--- config.mk ---
export PLATFORM = sky130hd
export DESIGN_NAME = pc_branch_unit
export DESIGN_NICKNAME = d
export VERILOG_FILES = /design/src/rtl/pc_branch_unit.sv
export SDC_FILE = /design/constraint.sdc
export NUM_CORES = 1
export LEC_CHECK = 0
export CAP_MARGIN = 25
export CORE_ASPECT_RATIO = 1.5
export CORE_MARGIN = 5
export CORE_UTILIZATION = 23
export CTS_BUF_LIST = sky130_fd_sc_hd__clkbuf_4
export DETAILED_ROUTE_END_ITERATION = 10
export GPL_ROUTABILITY_DRIVEN = 0
export GPL_TIMING_DRIVEN = 0
export PLACE_DENSITY = 0.49
export REMOVE_ABC_BUFFERS = 1
export SETUP_SLACK_MARGIN = 0.15
export SYNTH_ARGS = -nofsm -noshare
export SYNTH_HDL_FRONTEND = slang
export SYNTH_SLANG_ARGS = --single-unit
--- constraint.sdc ---
create_clock -name clk -period 3.1 [get_ports clk]
set_clock_uncertainty 0.15 [all_clocks]
set_input_delay 0.93 -clock clk [delete_from_list [all_inputs] [get_ports clk]]
set_output_delay 0.93 -clock clk [all_outputs]
set_load 0.02 [all_outputs]
--- src/rtl/pc_branch_unit.sv ---
// pc_branch_unit: fetch PC sequencer with branch/jump redirect handling.
// Redirects that arrive while instruction memory is busy are parked in a
// pending register and applied on the next accepted fetch. Every applied
// redirect produces a one-cycle flush pulse and bumps a saturating counter.
module pc_branch_unit #(
  parameter logic [31:0] RESET_PC = 32'h0000_0000,
  parameter int          CNT_W    = 16
) (
  input  logic                    clk,
  input  logic                    rst_n,
  input  logic                    branch_valid,
  input  logic [3:0]              branch_ctl,
  input  logic signed [31:0]      branch_out,
  input  logic                    jump,
  input  logic [31:0]             target,
  input  logic                    stall,
  input  logic                    imem_ready,
  output logic                    imem_req,
  output logic [31:0]             imem_addr,
  output logic [31:0]             pc,
  output logic                    flush,
  output logic                    misalign,
  output logic [CNT_W-1:0]        redirect_cnt
);

  typedef enum logic [1:0] {
    ST_BOOT  = 2'd0,
    ST_FETCH = 2'd1,
    ST_PEND  = 2'd2
  } state_e;

  localparam logic [CNT_W-1:0] CNT_ONE = {{(CNT_W-1){1'b0}}, 1'b1};
  localparam logic [CNT_W-1:0] CNT_MAX = {CNT_W{1'b1}};

  state_e             state_q, state_d;
  logic [31:0]        pc_q, pc_d;
  logic [31:0]        pend_q, pend_d;
  logic               flush_q, flush_d;
  logic               misalign_q, misalign_d;
  logic [CNT_W-1:0]   cnt_q, cnt_d;

  logic               cond_op;
  logic               taken;
  logic               apply_redirect;
  logic               req_c;
  logic [31:0]        target_aligned;

  // Only the four recognised compare opcodes can make a conditional branch taken.
  always_comb begin
    cond_op = (branch_ctl == 4'b0111) || (branch_ctl == 4'b1011) ||
              (branch_ctl == 4'b1100) || (branch_ctl == 4'b1101);
    taken          = branch_valid & (jump | (cond_op & (branch_out != 32'sd0)));
    target_aligned = {target[31:2], 2'b00};
  end

  // Next-state and fetch-request logic; a redirect beats stall, but waits for imem_ready.
  always_comb begin
    state_d        = state_q;
    pc_d           = pc_q;
    pend_d         = pend_q;
    req_c          = 1'b0;
    apply_redirect = 1'b0;
    case (state_q)
      ST_BOOT: begin
        state_d = ST_FETCH;
      end
      ST_FETCH: begin
        req_c = 1'b1;
        if (taken) begin
          if (imem_ready) begin
            pc_d           = target_aligned;
            apply_redirect = 1'b1;
          end else begin
            pend_d  = target_aligned;
            state_d = ST_PEND;
          end
        end else if (imem_ready && !stall) begin
          pc_d = pc_q + 32'd4;
        end
      end
      ST_PEND: begin
        req_c = 1'b1;
        if (imem_ready) begin
          // A redirect resolved in the same cycle is younger and wins.
          pc_d           = taken ? target_aligned : pend_q;
          apply_redirect = 1'b1;
          state_d        = ST_FETCH;
        end else if (taken) begin
          pend_d = target_aligned;
        end
      end
      default: begin
        state_d = ST_BOOT;
      end
    endcase

    flush_d    = apply_redirect;
    misalign_d = misalign_q | (taken & (target[1:0] != 2'b00));
    cnt_d      = (apply_redirect && (cnt_q != CNT_MAX)) ? (cnt_q + CNT_ONE) : cnt_q;
  end

  // State and datapath registers; reset discards any pending redirect.
  always_ff @(posedge clk or negedge rst_n) begin
    if (!rst_n) begin
      state_q    <= ST_BOOT;
      pc_q       <= RESET_PC;
      pend_q     <= 32'd0;
      flush_q    <= 1'b0;
      misalign_q <= 1'b0;
      cnt_q      <= '0;
    end else begin
      state_q    <= state_d;
      pc_q       <= pc_d;
      pend_q     <= pend_d;
      flush_q    <= flush_d;
      misalign_q <= misalign_d;
      cnt_q      <= cnt_d;
    end
  end

  assign imem_req     = req_c;
  assign imem_addr    = pc_q;
  assign pc           = pc_q;
  assign flush        = flush_q;
  assign misalign     = misalign_q;
  assign redirect_cnt = cnt_q;

endmodule
## Word-level counts from Yosys, hierarchy flattened

Index checks and enable logic that the tools add are counted.

| word-level totals | value |
|---|---|
| flip-flop bits (word level) | 84 |
| input bits | 74 |
| output and inout bits | 83 |
| word-level logic and storage cells | 58 |

| operators by class | value |
|---|---|
| $add $sub $neg | 2 |
| eq/ne operators | 13 |
| mux-type cells | 18 |
| bitwise operators | 5 |
| reductions and logical operators | 14 |

Operators by type and width:

| cell | number |
|---|---|
| 2-to-1 mux 32 bit | 8 |
| one-hot mux 32 bit (2 select lines) | 2 |
| adder 32 x 3 -> 32 bit (second input constant) | 1 |
| nonzero test 32 bit | 1 |
| adder 16 x 1 -> 16 bit (second input constant) | 1 |
| != test 16 bit (second input constant) | 1 |
| == test 4 bit (second input constant) | 3 |
| != test 2 bit (second input constant) | 4 |
| AND reduction 4 bit | 2 |
| 2-to-1 mux 2 bit | 3 |
| != test 3 bit (second input constant) | 2 |
| one-hot mux 2 bit (3 select lines) | 1 |
| == test 4 x 3 -> 1 bit (second input constant) | 1 |
| nonzero test 2 bit | 2 |
| bitwise AND 1 bit | 3 |
| logical OR 1 bit | 3 |
| 2-to-1 mux 1 bit | 3 |
| AND reduction 3 bit | 1 |
| == test 2 x 1 -> 1 bit (second input constant) | 1 |
| == test 2 bit (second input constant) | 1 |
| logical AND 1 bit | 2 |
| logical NOT 2 bit | 1 |
| bitwise OR 1 bit | 2 |
| one-hot mux 1 bit (2 select lines) | 1 |
| other kinds (2) | 2 |

## Depth between registers and ports, before layout

| depth | value |
|---|---|
| depth in word-level cells | 10 |
| depth in mapped cells | 11 |
| mapped depth without buffers | 10 |

## Least setup slack after synthesis

Ideal clock, no wire load.

| timing | value |
|---|---|
| path type | input -> register |
| from | input branch_out[16] |
| to | register pend_q[14] |
| setup time | 0.128 ns |
| arrival | 2.481 ns |
| required time | 2.822 ns |
| path slack | 0.342 ns |
| cell stages on the path | 8 |
| buffers on the path | 1 |
| path through | nor4_1 nand4_1 o211ai_2 and2_2 nor2_1 o21a_1 buf_2 mux2_1 |

| on the way | value |
|---|---|
| word-level cells in the longest chain between the ends | 7 |
| elaborated cells on any way between the ends | 9 |
| those cells by class | 1 x eq/ne; 3 x mux; 3 x bitwise; 2 x reduce/logical |

Ends and longest elaborated chain:

| item | line | text |
|---|---|---|
| start: declaration | 13 | `input logic signed [31:0] branch_out,` |
| nonzero test 32 bit * | 52 | `taken = branch_valid & (jump \| (cond_op & (branch_out != 32'sd0)));` |
| bitwise AND 1 bit * | 52 |  |
| bitwise OR 1 bit * | 52 |  |
| bitwise AND 1 bit * | 52 |  |
| 2-to-1 mux 32 bit (2 in series) | - |  |
| one-hot mux 32 bit (2 select lines) | - |  |
| end signal: assignment | 114 | `pend_q <= pend_d;` |
| end: declaration | 37 | `logic [31:0] pend_q, pend_d;` |

Every way passes the cells marked *; elsewhere a longest branch is shown, timed or not. The select of a mux whose other input is x is not followed.
A chain may end at the register's enable or synchronous reset.

## Final worst setup path

| timing | value |
|---|---|
| from | input branch_valid |
| to | register cnt_q[1] (netlist: redirect_cnt[1]) |

| on the way | value |
|---|---|
| word-level cells in the longest chain between the ends | 4 |

Ends and longest elaborated chain:

| item | line | text |
|---|---|---|
| start: declaration | 11 | `input logic branch_valid,` |
| bitwise AND 1 bit | 52 |  |
| 2-to-1 mux 1 bit | 69 | `if (taken) begin` |
| one-hot mux 1 bit (2 select lines) | 63 | `case (state_q)` |
| named net apply_redirect | 44 | `logic apply_redirect;` |
| logical AND 1 bit | 99 | `cnt_d = (apply_redirect && (cnt_q != CNT_MAX)) ? (cnt_q + CNT_ONE) : cnt_q;` |
| end signal: assignment | 117 | `cnt_q <= cnt_d;` |
| end: declaration | 40 | `logic [CNT_W-1:0] cnt_q, cnt_d;` |

The timed path passes the listed nets, and every way through them passes these cells.

==> run_results.csv <==
group,metric,value,unit
timing,fin_crit,2930,ps
yosys,ys.flop_type,"dfrtp_1",
setup_path,startpoint_type,"input port",
global_route,grt_max_degree,64,
place,hpwl,11300,um
yosys,yosysSeqAreaShare,43.8,%
clocking,postCtsHoldBufs,0,
route,drt_iter0_markers,245,
yosys,ys_seq_elements,84,
timing,slew_headroom,53.6,%
floorplanning,die_w,128,um
timing,drv_slew,0,
floorplanning,die_area,23900,sq um
yosys,yosys.area.top_type,"dfrtp_1",
timing,finalWorstSetupSlack,174,ps
timing,tns,0,ps
yosys,ys_types,52,
power,finalPower,6.11,mW
clocking,cts.clk_slew.worst_paths,140,ps
place,place_inst,888,
timing,rsz0062_at_grt,"no",
yosys,synth_top_area_share,43.8,%
clocking,root_buffer,"clkbuf_4",
global_route,grtUsageTotal,13.4,%
finish,final_area,7000,sq um
floorplanning,num_rows,64,
floorplanning,ios,157,
power,sw_frac_of_total,43.0,%
route,post_drt_wl_per_cell,18.4,um
setup_path,cp_max_fo,13,
power,switching_power,2.63,mW
floorplanning,coreArea,20500,sq um
power,leakagePower,2.90,nW
route,via_per_inst,4.86,
power,combinationalPowerShare,56.1,%
power,ir_worst_vdd,0.257,mV
run_status,outcome,"finished clean",
power,power_frac_seq,33.2,%
timing,fmax,342,MHz
global_route,gr-total-overflow,0,
setup_path,rrSetupSlack,470,ps
finish,final-instance-count-excl-fill,924,
clocking,numCtsBuffers,9,
place,dpl_cell_area,6440,sq um
setup_path,arrival,3130,ps
global_route,grt_pass1_wl,25300,um
route,drtAntennaViolNets,0,
clocking,clock_latency,450,ps
global_route,grt_pass1_vias,4716,
yosys,synth_edf_count,0,
clocking,clock_sinks,84,
power,pwr-share-clk,10.7,%
clocking,tritoncts,"built",
setup_path,path_class,"input port to flop",
timing,hold_ws,209,ps
yosys,syn_avg_cell_area,9.23,sq um
route,dr_total_vias,4494,
finish,drive_above_1_share,11.1,%
floorplanning,start_util,23.4,%
clocking,clock_path_buffers,2,
hold_path,hold_class,"input port to async pin",
finish,final_cell_mix,"clkdlybuf4s50_1, dfrtp_1, nor2_1",
place,buffer_ports.inserted,156,
global_route,antenna_found_initial,1,
finish,nNetsFinal,734,
setup_path,r2r_end,"redirect_cnt[4]$_DFFE_PN0P_",
setup_path,endpoint_kind,"flop",
timing,finalHoldViolations,0,
power,p_int,3.48,mW
finish,final_common_cell,"clkdlybuf4s50_1",
yosys,postSynthCellCount,520,
finish,finish.utilization,34.2,%
place,place_ws,-1440,ps
setup_path,reg2regPathDepth,11,
setup_path,required,3300,ps
route,drcViolationCount,0,
job,drv_cap,0,
clocking,htreeDepth,3,
route,wirelength,17000,um
floorplanning,dieHeight,187,um
yosys,ys_warn_count,0,
power,powerDensity,873,nW/um^2
finish,area_growth,46.0,%
yosys,syn_area,4800,sq um
timing,finalCritPeriodShare,94.4,%
route,dr.pass1.iters,4,
finish,nFillCells,2106,
timing,worst-slew-pin-transition,697,ps
timing,setup_viol,0,
setup_path,r2r_start,"state_q[0]$_DFFE_PN0P_",
finish,n_antenna_cell,0,
yosys,async_flop_share,100,%
yosys,yosys-top-cells-area,"dfrtp_1, mux2_1, buf_4",
==> Yosys cell counts, types with 3 or more instances <==
library cell,n
nor2_1,54
xor2_1,9
a221oi_1,8
o22ai_1,3
nor3_1,7
o31ai_1,5
clkbuf_1,14
and4_1,6
buf_2,6
nand2b_1,4
buf_1,3
nor2b_1,4
nor4_1,15
ha_1,5
and3_1,10
a22oi_1,6
mux2_2,3
buf_4,32
nand4_1,11
nand3_1,18
a21oi_1,35
mux2_1,29
inv_1,14
a22o_1,5
xnor2_1,13
o21ai_0,38
nand2_1,42
dfrtp_1,84
==> power by group through the flow <==
stage               clock, mW  combinational, mW  sequential [mW]
floorplan                   0               1.15             2.39
global placement            0               2.90             2.01
detailed placement          0               3.03             2.05
CTS                     0.683               3.42             2.03
global route            0.723               3.67             2.10
finish                  0.654               3.43             2.03
==> final cells by class <==
class / instances / area [sq um] / area share, %
clock inverters: 7 / 67.6 / 0.965
repair buffers: 177 / 1870 / 26.7
flip-flops and latches: 84 / 2100 / 30.0
multi-input cells: 368 / 2510 / 35.8
clock buffers: 9 / 67.6 / 0.965
inverters: 15 / 56.3 / 0.804
well taps: 264 / 330 / 4.72
==> flip-flops by register name (all words and copies together) (netlist names) <==
name / cells
state_q: 2
misalign: 1
flush: 1
pend_q: 32
redirect_cnt: 16
imem_addr: 32
==> routing by layer <==
metal	vias to the layer above	part of all wire [%]	wire (um)	GRT usage, %
met5	-	0.076	13	0
met3	35	7.5	1280	4.14
met2	164	53	9020	24.5
met4	2	2.4	411	5.60
met1	2177	37	6300	14.1
li1	2116	-	-	-
==> timing repair <==
item	4_1_cts	5_1_grt
endpoints found under the hold margin	0	0
pin swaps	15	17
endpoints found under the setup margin	80	69
setup buffers	10	6
gates resized for setup	49	26
cloned	3	1
==> worst max-delay path: stages <==
cell and delay, ps:
clkdlybuf4s50_1 580, a21oi_1 650, nand2_8 230, nand2_2 180
inv_2 70, nor2b_4 160, mux2_4 310
==> worst max-delay path by stage <==
stage                        start                           to  slack (ps)  depth (start not counted)
floorplan           branch_out[16]    imem_addr[13]$_DFFE_PN0P_        -560                          7
global placement    branch_out[17]     imem_addr[8]$_DFFE_PN0P_       -2540                          8
detailed placement   branch_ctl[2]  redirect_cnt[1]$_DFFE_PN0P_       -1440                          9
CTS                  branch_ctl[2]  redirect_cnt[1]$_DFFE_PN0P_         110                          9
global route        branch_out[12]        pend_q[7]$_DFFE_PN0P_         150                         10
finish                branch_valid  redirect_cnt[1]$_DFFE_PN0P_         170                          7
==> cells by family (layout without fill, tap and decap cells) <==
logic type / Yosys count / after routing / share of synthesized area [%]
adders and majority gates: 5 / 5 / 1.30
and+or+nand+nor: 183 / 185 / 18.9
AOI/OAI and AO/OA: 122 / 122 / 15.9
DFF: 84 / 84 / 43.8
buffers and inverters: 70 / 208 / 8.14
muxes: 34 / 34 / 7.93
xor gates and xnor gates: 22 / 22 / 4.02
No activity file was read; power rests on OpenSTA's default activity.
